[config.mk]
export PLATFORM = sky130hd
export DESIGN_NAME = universal_register_flat
export DESIGN_NICKNAME = d
export VERILOG_FILES = /design/src/rtl/universal_register_pkg.sv /design/src/rtl/universal_register_if.sv /design/src/rtl/universal_register_slice.sv /design/src/rtl/universal_register.sv /design/src/flat_wrapper.sv
export SDC_FILE = /design/constraint.sdc
export NUM_CORES = 1
export LEC_CHECK = 0
export CAP_MARGIN = 40
export CORE_ASPECT_RATIO = 1.4
export CORE_UTILIZATION = 45
export CTS_BUF_LIST = sky130_fd_sc_hd__clkbuf_16
export DETAILED_ROUTE_END_ITERATION = 12
export GPL_TIMING_DRIVEN = 0
export HOLD_SLACK_MARGIN = 0.15
export PLACE_DENSITY = 0.78
export SLEW_MARGIN = 0
export SYNTH_ARGS = -nofsm -noshare
export SYNTH_HDL_FRONTEND = slang
export SYNTH_SLANG_ARGS = --single-unit
[constraint.sdc]
create_clock -name clk -period 2.1 [get_ports clk]
set_input_delay 0.21 -clock clk [delete_from_list [all_inputs] [get_ports clk]]
set_output_delay 0.21 -clock clk [all_outputs]
set_load 0.01 [all_outputs]
[src/rtl/universal_register_pkg.sv]
// Shared constants for the universal register: mode encodings and the
// per-bit next-state select used by the slice cells.
package universal_register_pkg;

    localparam int MODE_W = 3;

    localparam logic [MODE_W-1:0] MODE_HOLD = 3'b000;
    localparam logic [MODE_W-1:0] MODE_LOAD = 3'b001;
    localparam logic [MODE_W-1:0] MODE_SHL  = 3'b010;
    localparam logic [MODE_W-1:0] MODE_SHR  = 3'b011;
    localparam logic [MODE_W-1:0] MODE_ROL  = 3'b100;
    localparam logic [MODE_W-1:0] MODE_INC  = 3'b101;
    localparam logic [MODE_W-1:0] MODE_DEC  = 3'b110;
    localparam logic [MODE_W-1:0] MODE_CLR  = 3'b111;

    // LOWER takes the bit from the next less-significant position (left shift),
    // UPPER takes it from the next more-significant position (right shift).
    typedef enum logic [1:0] {
        SEL_HOLD  = 2'b00,
        SEL_LOAD  = 2'b01,
        SEL_LOWER = 2'b10,
        SEL_UPPER = 2'b11
    } slice_sel_e;

endpackage

[src/rtl/universal_register_if.sv]
// Bus-side signal bundle of the universal register; the controller drives
// the mode/data side, the register drives the result side.
interface universal_register_if
    import universal_register_pkg::*;
#(
    parameter int WIDTH = 8
) ();

    logic [MODE_W-1:0] i_mode;
    logic [WIDTH-1:0]  i_data;
    logic              i_serial;
    logic              i_out_en;
    logic [WIDTH-1:0]  o_q;
    logic [WIDTH-1:0]  o_not_q;
    logic [WIDTH-1:0]  o_bus;
    logic              o_carry;
    logic              o_zero;

    modport master (
        output i_mode, i_data, i_serial, i_out_en,
        input  o_q, o_not_q, o_bus, o_carry, o_zero
    );

    modport slave (
        input  i_mode, i_data, i_serial, i_out_en,
        output o_q, o_not_q, o_bus, o_carry, o_zero
    );

endinterface

[src/rtl/universal_register_slice.sv]
// One bit of the universal register: a 4:1 next-state mux feeding a
// synchronously reset D flip-flop.
module universal_register_slice
    import universal_register_pkg::*;
#(
    parameter logic RESET_BIT = 1'b0
) (
    input  logic       clk,
    input  logic       rst,
    input  slice_sel_e sel,
    input  logic       load_bit,
    input  logic       lower_bit,
    input  logic       upper_bit,
    output logic       q
);

    logic d;

    always_comb begin
        d = q;
        case (sel)
            SEL_HOLD:  d = q;
            SEL_LOAD:  d = load_bit;
            SEL_LOWER: d = lower_bit;
            SEL_UPPER: d = upper_bit;
            default:   d = q;
        endcase
    end

    always_ff @(posedge clk) begin
        if (rst) begin
            q <= RESET_BIT;
        end else begin
            q <= d;
        end
    end

endmodule

[src/rtl/universal_register.sv]
// WIDTH-bit universal register with hold/load/shift/rotate/count/clear modes,
// carry and zero flags, and a gated (non-tristate) bus output.
module universal_register
    import universal_register_pkg::*;
#(
    parameter int               WIDTH       = 8,
    parameter logic [WIDTH-1:0] RESET_VALUE = '0
) (
    input  logic                 clk,
    input  logic                 rst,
    universal_register_if.slave  bus
);

    logic [WIDTH-1:0] q;
    logic [WIDTH-1:0] load_vec;
    logic [WIDTH-1:0] lower_vec;
    logic [WIDTH-1:0] upper_vec;
    logic [WIDTH:0]   inc_sum;
    logic [WIDTH:0]   dec_diff;
    logic             lsb_in;
    logic             msb_in;
    logic             carry;
    logic             carry_next;
    slice_sel_e       slice_sel;

    // The extra top bit of each result is the wrap/borrow flag.
    assign inc_sum  = {1'b0, q} + {{WIDTH{1'b0}}, 1'b1};
    assign dec_diff = {1'b0, q} - {{WIDTH{1'b0}}, 1'b1};

    assign lower_vec = {q[WIDTH-2:0], lsb_in};
    assign upper_vec = {msb_in, q[WIDTH-1:1]};

    // Arithmetic and clear reuse the slice load path; an unknown mode falls to hold.
    always_comb begin
        slice_sel  = SEL_HOLD;
        load_vec   = bus.i_data;
        lsb_in     = bus.i_serial;
        msb_in     = bus.i_serial;
        carry_next = carry;
        case (bus.i_mode)
            MODE_LOAD: begin
                slice_sel = SEL_LOAD;
            end
            MODE_SHL: begin
                slice_sel  = SEL_LOWER;
                carry_next = q[WIDTH-1];
            end
            MODE_SHR: begin
                slice_sel  = SEL_UPPER;
                carry_next = q[0];
            end
            MODE_ROL: begin
                slice_sel  = SEL_LOWER;
                lsb_in     = q[WIDTH-1];
                carry_next = q[WIDTH-1];
            end
            MODE_INC: begin
                slice_sel  = SEL_LOAD;
                load_vec   = inc_sum[WIDTH-1:0];
                carry_next = inc_sum[WIDTH];
            end
            MODE_DEC: begin
                slice_sel  = SEL_LOAD;
                load_vec   = dec_diff[WIDTH-1:0];
                carry_next = dec_diff[WIDTH];
            end
            MODE_CLR: begin
                slice_sel  = SEL_LOAD;
                load_vec   = '0;
                carry_next = 1'b0;
            end
            default: begin
                slice_sel = SEL_HOLD;
            end
        endcase
    end

    always_ff @(posedge clk) begin
        if (rst) begin
            carry <= 1'b0;
        end else begin
            carry <= carry_next;
        end
    end

    for (genvar i = 0; i < WIDTH; i++) begin : g_slice
        universal_register_slice #(
            .RESET_BIT (RESET_VALUE[i])
        ) u_slice (
            .clk       (clk),
            .rst       (rst),
            .sel       (slice_sel),
            .load_bit  (load_vec[i]),
            .lower_bit (lower_vec[i]),
            .upper_bit (upper_vec[i]),
            .q         (q[i])
        );
    end

    assign bus.o_q     = q;
    assign bus.o_not_q = ~q;
    assign bus.o_bus   = bus.i_out_en ? q : '0;
    assign bus.o_carry = carry;
    assign bus.o_zero  = (q == '0);

endmodule

[src/flat_wrapper.sv]
// flat-port wrapper written by rule: the top's interface ports become plain ports
module universal_register_flat import universal_register_pkg::*;
#(
    parameter int               WIDTH       = 8,
    parameter logic [WIDTH-1:0] RESET_VALUE = '0
)
  (clk, rst, bus_i_mode, bus_i_data, bus_i_serial, bus_i_out_en, bus_o_q, bus_o_not_q, bus_o_bus, bus_o_carry, bus_o_zero);
  universal_register_if #(.WIDTH(WIDTH)) bus_i ();
  input  logic clk;
  input  logic rst;
  input wire logic [$bits(bus_i.i_mode)-1:0] bus_i_mode;
  input wire logic [$bits(bus_i.i_data)-1:0] bus_i_data;
  input wire logic [$bits(bus_i.i_serial)-1:0] bus_i_serial;
  input wire logic [$bits(bus_i.i_out_en)-1:0] bus_i_out_en;
  output wire logic [$bits(bus_i.o_q)-1:0] bus_o_q;
  output wire logic [$bits(bus_i.o_not_q)-1:0] bus_o_not_q;
  output wire logic [$bits(bus_i.o_bus)-1:0] bus_o_bus;
  output wire logic [$bits(bus_i.o_carry)-1:0] bus_o_carry;
  output wire logic [$bits(bus_i.o_zero)-1:0] bus_o_zero;
  assign bus_i.i_mode = bus_i_mode;
  assign bus_i.i_data = bus_i_data;
  assign bus_i.i_serial = bus_i_serial;
  assign bus_i.i_out_en = bus_i_out_en;
  assign bus_o_q = bus_i.o_q;
  assign bus_o_not_q = bus_i.o_not_q;
  assign bus_o_bus = bus_i.o_bus;
  assign bus_o_carry = bus_i.o_carry;
  assign bus_o_zero = bus_i.o_zero;
  universal_register #(.WIDTH(WIDTH), .RESET_VALUE(RESET_VALUE)) u_core (.clk(clk), .rst(rst), .bus(bus_i));
endmodule
Word level (Yosys, flattened, before mapping):

Index checks and enable logic that the tools add are counted.

* equal/unequal tests: 10
* add/subtract/negate cells: 2
* bitwise operators: 1
* muxes and demuxes: 13
* reductions and logical operators: 5

Operator list (count)
* $pmux W1 S3: 8
* $pmux W8 S3: 1
* $eq A3 B3 Y1 const B: 4
* $add A8 B1 Y9 const B: 1
* $sub A8 B1 Y9 const B: 1
* $logic_not A8 Y1: 1
* $mux W8: 1
* $not A8 Y8: 1
* $eq A3 B2 Y1 const B: 2
* $pmux W2 S3: 1
* $pmux W1 S5: 1
* $reduce_bool A5 Y1: 1
* $eq A2 B2 Y1 const B: 2
* $reduce_or A4 Y1: 1
* $eq A3 B1 Y1 const B: 1
* $eq A2 B1 Y1 const B: 1
* $logic_not A2 Y1: 1
* $reduce_or A2 Y1: 1
* $mux W1: 1

* register bits after elaboration: 9
* input port bits: 15

Longest topological paths before layout:

Gate-level depths: netlist of the first run.

* word-level depth: 5
* mapped depth: 8
* mapped depth without buffers: 7

Hierarchy:

Synthesis of the first run repeated with hierarchy kept, for this count alone.

* cell total of the unflattened synthesis: 127
* area, all modules: 1102.3 um2

Modules (own cells, without submodules)
* universal_register: cells each 103, times used 1, area an instance 651.9 um2
* universal_register_slice: cells each 3, times used 8, area an instance 56.3 um2

Least setup slack after synthesis of the first run:

OpenSTA, ideal clock, no wires.

* path kind: flip-flop to flip-flop
* start: register u_core.g_slice[1].u_slice.q
* end: register u_core.carry (netlist: u_core.bus.o_carry)
* data arrival time: 1.904 ns
* stages on the path, launching flop included: 9
* clock period less this slack: 1.969 ns
* library setup time: 0.065 ns
* setup slack: 0.131 ns
* path through: dfxtp_1 buf_6 inv_1 ha_1 or3b_4 or3_4 nor3_2 a222oi_1 nor2_1

* cells in the longest elaborated chain, start to end: 2
* elaborated cells on any way between the ends: 3
* classes of those cells: add/sub: 2; mux: 1

Ends and longest elaborated chain
* start: declaration: RTL line universal_register_slice.sv:14 `output logic q`
* start signal: assignment: RTL line universal_register_slice.sv:32 `q <= RESET_BIT;`
* start signal: assignment: RTL line universal_register_slice.sv:34 `q <= d;`
* $sub A8 B1 Y9 / $add A8 B1 Y9 (equally long branches): RTL line universal_register.sv:28, universal_register.sv:27
* $pmux W1 S5 (*): RTL line universal_register.sv:40 `case (bus.i_mode)`
* end signal: assignment: RTL line universal_register.sv:82 `carry <= carry_next;`
* end: declaration: RTL line universal_register.sv:22 `logic carry;`

Every way passes the cells marked *; elsewhere a longest branch is shown, timed or not.
A chain may end at the register's enable or synchronous reset.

Final worst setup path of the first run:

* start: register u_core.g_slice[0].u_slice.q
* end: output bus_o_zero

* cells in the longest elaborated chain, start to end: 1

Ends and longest elaborated chain
* start: declaration: RTL line universal_register_slice.sv:14
* start signal: assignment: RTL line universal_register_slice.sv:32
* start signal: assignment: RTL line universal_register_slice.sv:34
* $logic_not A8 Y1: RTL line universal_register.sv:104 `assign bus.o_zero = (q == '0);`
* end: declaration: RTL line flat_wrapper.sv:19 `output wire logic [$bits(bus_i.o_zero)-1:0] bus_o_zero;`

No other way between the ends.

==> flow_metrics.py, run 1 <==
metrics = {
    "sta": {
        "min_period_ps": 2033,
        "tightest_slew_ps": 524.3,
        "clock.fmax_mhz": 492.0,
        "post-route-period-util_pct": 96.79,
        "setup_viol": 0,
        "maxSlewViolCount": 0,
        "slew_headroom_pct": 64.80,
        "timing.final.ws_setup_ps": 67.35,
        "grt_setup_unrepaired": "false",
        "clock_skew_ps": 6.165,
        "finalHoldViolations": 0,
    },
    "global_routing": {
        "grt_max_degree": 11,
        "grt_pass1_vias": 1377,
        "grt_first_pass_wirelength_um": 6630,
        "antenna_found_initial": 0,
        "grt_overflow_total": 0,
        "grtUsageTotal_pct": 31.67,
    },
    "worst_setup_path": {
        "r2r_end": "u_core.g_slice[6].u_slice.q",
        "worstSetupEndpointType": "primary output",
        "crit_buf_inv": 2,
        "r2r-start": "u_core.g_slice[0].u_slice.q",
        "cp_data_arrival_time_ps": 1820,
        "worstPathCellList": "inv_4 > ha_4 > or3b_4 > or3_4 > nor3_4 > buf_2",
        "crit_path_top_delay_cell": "or3b_4",
        "setup.worst_path.class": "register to primary output",
        "start_kind": "register",
        "crit_fanout": 3,
        "crit_family": "simple AND/OR/NAND/NOR gates",
        "cp.depth": 6,
        "slowest_delay_ps": 390,
        "r2r_slack_ps": 180,
        "reg2reg_depth": 8,
        "crit_required_ps": 1890,
    },
    "place": {
        "gp_congestion": 0.9193,
        "dpl_worst_slack_ps": -395.9,
        "dp_hpwl_um": 2836,
        "numPortBuffers": 40,
        "dpl_cell_area_um2": 1619,
    },
    "floorplan": {
        "initial_core_util_pct": 48.13,
        "fp.dieH_um": 62.49,
        "die_area_um2": 2825,
        "io_pins": 41,
        "die_w_um": 45.21,
        "placementRows": 21,
        "core-area_um2": 2444,
    },
    "clocking": {
        "cts_hold_buf": 0,
        "cts.sinks": 9,
        "root_buffer": "clkbuf_16",
        "cts.path.max_buffers": 2,
        "clock_latency_ps": 240,
        "cts_tree": "yes",
        "ctsHtreeMaxLevel": 1,
        "cts_buffers": 3,
        "cts.clk_slew.worst_paths_ps": 40,
    },
    "logic_synthesis": {
        "syn_area_um2": 1176,
        "synthFlopType": "dfxtp_1",
        "synth_top_area_cell": "dfxtp_1",
        "synth_top_family_by_area": "compound AO/OA/AOI/OAI gates",
        "synth_area_leaders": "dfxtp_1, buf_4, mux4_2, a31oi_1, and2_1",
        "netlist.area_leader.share_pct": 15.32,
        "synth.distinct_cells": 52,
        "synth_seq_cells": 9,
        "synth_seq_area_share_pct": 15.32,
        "syn-num-nets": 173,
        "synth_fa_ha_area_share_pct": 2.128,
        "synth_cells": 156,
        "synth_area_per_cell_um2": 7.539,
        "ys_warn_count": 0,
        "synth.mux.area_fraction_pct": 6.383,
        "synth_edf_count": 0,
        "async_flop_share_pct": 0,
        "yosys.area_share.simple_pct": 26.17,
        "synth_xor_area_share_pct": 2.234,
        "synth-compound-area-share_pct": 30.96,
    },
    "pwr": {
        "power.switching_w": 0.0003397,
        "internal_power_w": 0.0006849,
        "cellPowerDensity_nw_per_um2": 582.9,
        "switching_share_pct": 33.16,
        "vdd_ir_drop_max_uv": 310.9,
        "leakagePower_nw": 0.6830,
        "seqPwrFrac_pct": 19.8,
        "p_clk_share_pct": 34.0,
        "pwr-share-comb_pct": 46.1,
        "power_w": 0.001025,
    },
    "route": {
        "drt-initial-drc-count": 94,
        "antenna_left": 0,
        "wl_per_cell_um": 16.83,
        "drtPass1Iterations": 4,
        "routed_wl_um": 4022,
        "drc": 0,
        "route.vias.total": 1471,
        "avgViaCountPerCell": 6.155,
    },
    "cells_and_area": {
        "layout_commonest_cell": "clkdlybuf4s50_1",
        "seqCellArea_um2": 185.2,
        "syn_to_final_growth_pct": 49.47,
        "multi_input_area_um2": 817.0,
        "mostFrequentLayoutCells": "clkdlybuf4s50_1, buf_4, inv_1, nor2_1",
        "fillCellCount": 199,
        "drive_gt1_share_pct": 22.93,
        "fin_area_um2": 1758,
        "nets": 223,
        "diodes": 0,
    },
    "outcome": {
        "status": "completed",
    },
    "run": {
        "drv_cap": 0,
    },
    "worst_hold_path": {
        "hp-class": "input port to register",
        "hold_path_depth": 3,
        "hold_end": "u_core.g_slice[1].u_slice.q",
        "min_from": "bus_i_data[1]",
    },
}
[sequential cells by signal, indices dropped and copies added (netlist names)]
| name | cells |
|---|---|
| u_core.g_slice.u_slice.q | 8 |
| u_core.bus.o_carry | 1 |
[synth_stat cells, types with 4 or more instances]
cell      count
nor2_1       10
nand3_1       6
o22ai_1       6
buf_2         5
and2_1        7
a31oi_1       7
nand2_1       8
a21oi_1       8
buf_4        12
o21ai_0       4
nor2b_1       5
inv_1        11
clkbuf_1      4
dfxtp_1       9
[power by group through the flow]
stage	clock, W	sequential, W	combinational (W)
finish	0.000349	0.000203	0.000473
global route	0.000348	0.000205	0.000509
CTS	0.000341	0.000201	0.000474
detailed placement	0	0.000208	0.000435
global placement	0	0.000206	0.000430
floorplan	0	0.000204	0.000267
[final cells by class]
cell class / instances / area share (%)
buffer: 22 / 8.043
clock buffer: 3 / 4.270
clock inverter: 1 / 0.2135
inverter: 12 / 2.989
multi-input combinational: 112 / 46.48
sequential: 9 / 10.53
tap: 34 / 2.420
timing repair buffer: 46 / 25.05
[through the flow]
step	utilization, %	std cells	TNS, ps	hold slack, ps
2_1_floorplan	-	156	0	274.6
3_3_place_gp	66.26	230	-388.1	661.8
3_5_place_dp	66.26	230	-395.9	673.7
4_1_cts	72.40	240	-58.73	618.3
5_1_grt	71.94	239	0	699.0
6_report	71.94	239	0	632.1
[logic make-up (layout without fill, tap and decap cells)]
group | Yosys count | in the layout
buf+inv | 35 | 84
fa+ha+maj | 2 | 2
xor+xnor | 3 | 3
simple gates | 53 | 53
flops | 9 | 9
compound gates | 49 | 49
mux | 5 | 5
[worst max path at each step]
stage	slack (ps)	start	to
after floorplan	130	u_core.g_slice[1].u_slice.q	u_core.bus.o_carry
after global placement	-390	u_core.g_slice[0].u_slice.q	bus_o_zero
after detailed placement	-400	u_core.g_slice[1].u_slice.q	bus_o_zero
after CTS	-60	u_core.g_slice[1].u_slice.q	bus_o_zero
after global routing	30	u_core.g_slice[0].u_slice.q	bus_o_zero
final	70	u_core.g_slice[0].u_slice.q	bus_o_zero
[repair_timing]
action                                  in CTS  in global routing
resized for setup                           15                  0
pin swaps                                    3                  3
setup buffers                                6                  0
hold endpoints to repair                     0                  0
endpoints found under the setup margin       1                  1
[layer usage]
layer | wire length [µm] | global-route usage, %
met5 | 0 | 0
met2 | 1952 | 51.63
met1 | 1551 | 37.97
met4 | 153 | 16.67
met3 | 364 | 5.202
[worst register-to-register path, stage by stage, from the launching register on]
cell,delay [ps]
dfxtp_4,350
inv_4,80
ha_4,140
or3b_4,390
or3_4,360
buf_4,150
o2bb2ai_2,100
a32oi_1,70
a211oi_2,200
Power figures use the tool's default switching activity.
==> run 2, diff against run 1 <==
Settings changed: SKIP_CTS_REPAIR_TIMING set to 1.
==> run 2 against run 1 <==
The run now ends with negative setup slack left. Cell count fell by 1.3%. Critical path depth up 1. Combinational power down 3%. Via count is 3.0% lower. Fmax shrank 7.9%. Utilization is 0.97 points lower. Global-route usage decreased by 1.2 points. Critical endpoint unchanged.
==> flow_metrics.py, run 2 (same netlist as run 1, synthesis figures left out) <==
metrics = {
    "global_routing": {
        "grt_max_degree": 11,
        "grtUsageTotal_pct": 30.45,
        "grt_pass1_vias": 1303,
        "use_met1_pct": 37.30,
        "grt.met2_usage_pct": 50.91,
        "grt_first_pass_wirelength_um": 6375,
        "grt_use_met3_pct": 4.335,
        "antenna_found_initial": 0,
        "grt_overflow_total": 0,
        "grt-busiest-layer": "met2",
    },
    "route": {
        "wl_per_cell_um": 16.80,
        "route.vias.total": 1427,
        "drt-initial-drc-count": 109,
        "drtPass1Iterations": 4,
        "avgViaCountPerCell": 6.047,
        "routed_wl_um": 3964,
        "drc": 0,
        "antenna_left": 0,
    },
    "sta": {
        "clock.fmax_mhz": 453.0,
        "hold_ws_ps": 617.4,
        "clock_skew_ps": 3.650,
        "grt_setup_unrepaired": "true",
        "finalHoldViolations": 0,
        "slew_headroom_pct": 63.88,
        "maxSlewViolCount": 0,
        "post-route-period-util_pct": 105.1,
        "setup_viol": 1,
        "min_period_ps": 2207,
        "tightest_slew_ps": 537.9,
        "tns_ps": -107.5,
        "timing.final.ws_setup_ps": -107.5,
    },
    "worst_setup_path": {
        "crit_required_ps": 1890,
        "worstSetupEndpointType": "primary output",
        "setup.worst_path.class": "register to primary output",
        "cp_data_arrival_time_ps": 2000,
        "r2r_slack_ps": 150,
        "crit_fanout": 5,
        "start_kind": "register",
    },
    "clocking": {
        "cts.path.max_buffers": 2,
        "ctsHtreeMaxLevel": 1,
        "cts.sinks": 9,
        "cts_buffers": 3,
        "cts_tree": "yes",
        "clock_latency_ps": 240,
        "cts.clk_slew.worst_paths_ps": 40,
        "root_buffer": "clkbuf_16",
    },
    "floorplan": {
        "initial_core_util_pct": 48.13,
        "fp.dieH_um": 62.49,
        "die_area_um2": 2825,
        "core-area_um2": 2444,
        "die_w_um": 45.21,
        "placementRows": 21,
        "io_pins": 41,
    },
    "place": {
        "gp_congestion": 0.9193,
        "dpl_worst_slack_ps": -395.9,
        "numPortBuffers": 40,
        "dp_hpwl_um": 2836,
    },
    "cells_and_area": {
        "drive_gt1_share_pct": 21.78,
        "largest_reg_flops": 8,
        "diodes": 0,
        "top_register": "u_core.g_slice.u_slice.q",
        "mostFrequentLayoutCells": "clkdlybuf4s50_1, buf_4, inv_1, nor2_1",
        "layout_commonest_cell": "clkdlybuf4s50_1",
        "syn_to_final_growth_pct": 47.45,
        "nets": 220,
    },
    "outcome": {
        "failed_checks": "negative setup slack",
        "status": "complete, but fails checks",
    },
    "worst_hold_path": {
        "hp-class": "input port to register",
    },
    "pwr": {
        "vdd_ir_drop_max_uv": 289.4,
        "leakagePower_nw": 0.6687,
        "cellPowerDensity_nw_per_um2": 582.4,
    },
    "run": {
        "drv_cap": 0,
    },
}
==> run 2: changes by cell type in the layout (fill, tap and decap cells not counted) <==
cell,before,now
buf_4,18,14
inv_2,1,2
dfxtp_4,1,0
buf_6,1,2
inv_4,1,0
dfxtp_2,1,2
==> run 2: path summary, 6_finish.rpt <==
check / start / end / cells after the start
worst max-delay path: u_core.g_slice[1].u_slice.q / bus_o_zero / 7
worst min-delay path: bus_i_data[1] / u_core.g_slice[1].u_slice.q / 3
worst max register to register: u_core.g_slice[1].u_slice.q / u_core.g_slice[6].u_slice.q / 8
worst min register to register: u_core.g_slice[1].u_slice.q / u_core.g_slice[1].u_slice.q / 3
==> run 2: final cells by class <==
| cell class | count | area (µm²) |
|---|---|---|
| inverters | 12 | 50.05 |
| repair buffers | 42 | 410.4 |
| multi-input cells | 112 | 817.0 |
| well taps | 34 | 42.54 |
| clock buffers | 3 | 75.07 |
| fillers | 205 | 709.4 |
| plain buffers | 23 | 152.6 |
| clock inverters | 1 | 3.754 |
| flip-flops and latches | 9 | 182.7 |
==> run 2: worst max-delay path: stages (launching register included) <==
cell	delay, ps
dfxtp_2	320
buf_6	130
inv_6	70
ha_4	140
or3b_4	400
or3_4	410
nor3_4	130
buf_2	150
==> run 2: stage by stage <==
stage               util (%)  cell area (µm²)  std cells  total power, W
floorplan                  -             1176        156       0.0004704
global placement       66.26             1619        230       0.0006360
detailed placement     66.26             1619        230       0.0006425
CTS                    69.48             1698        234       0.0009830
global route           70.97             1734        236        0.001048
finish                 70.97             1734        236        0.001010
==> run 2: layer usage <==
| metal | vias to the layer above | part of all wire [%] | wire, µm |
|---|---|---|---|
| met5 | - | 0 | 0 |
| met4 | 0 | 2.2 | 87 |
| met3 | 9 | 8.5 | 338 |
| met2 | 83 | 50 | 1984 |
| met1 | 673 | 39 | 1552 |
| li1 | 662 | - | - |
==> run 2: power breakdown <==
group | internal [W] | leakage [nW] | switching, W | total, W
combinational | 0.000236 | 0.551 | 0.000221 | 0.000457
sequential | 0.000189 | 0.0750 | 0.0000165 | 0.000206
clock | 0.000250 | 0.0423 | 0.0000969 | 0.000347
total | 0.000675 | 0.669 | 0.000335 | 0.00101
==> run 3, diff against run 2 <==
Settings changed: SLEW_MARGIN 0 to 20.
==> results of run 3 <==
Same layout as run 2: the final DEF is identical, and so are final timing and power.
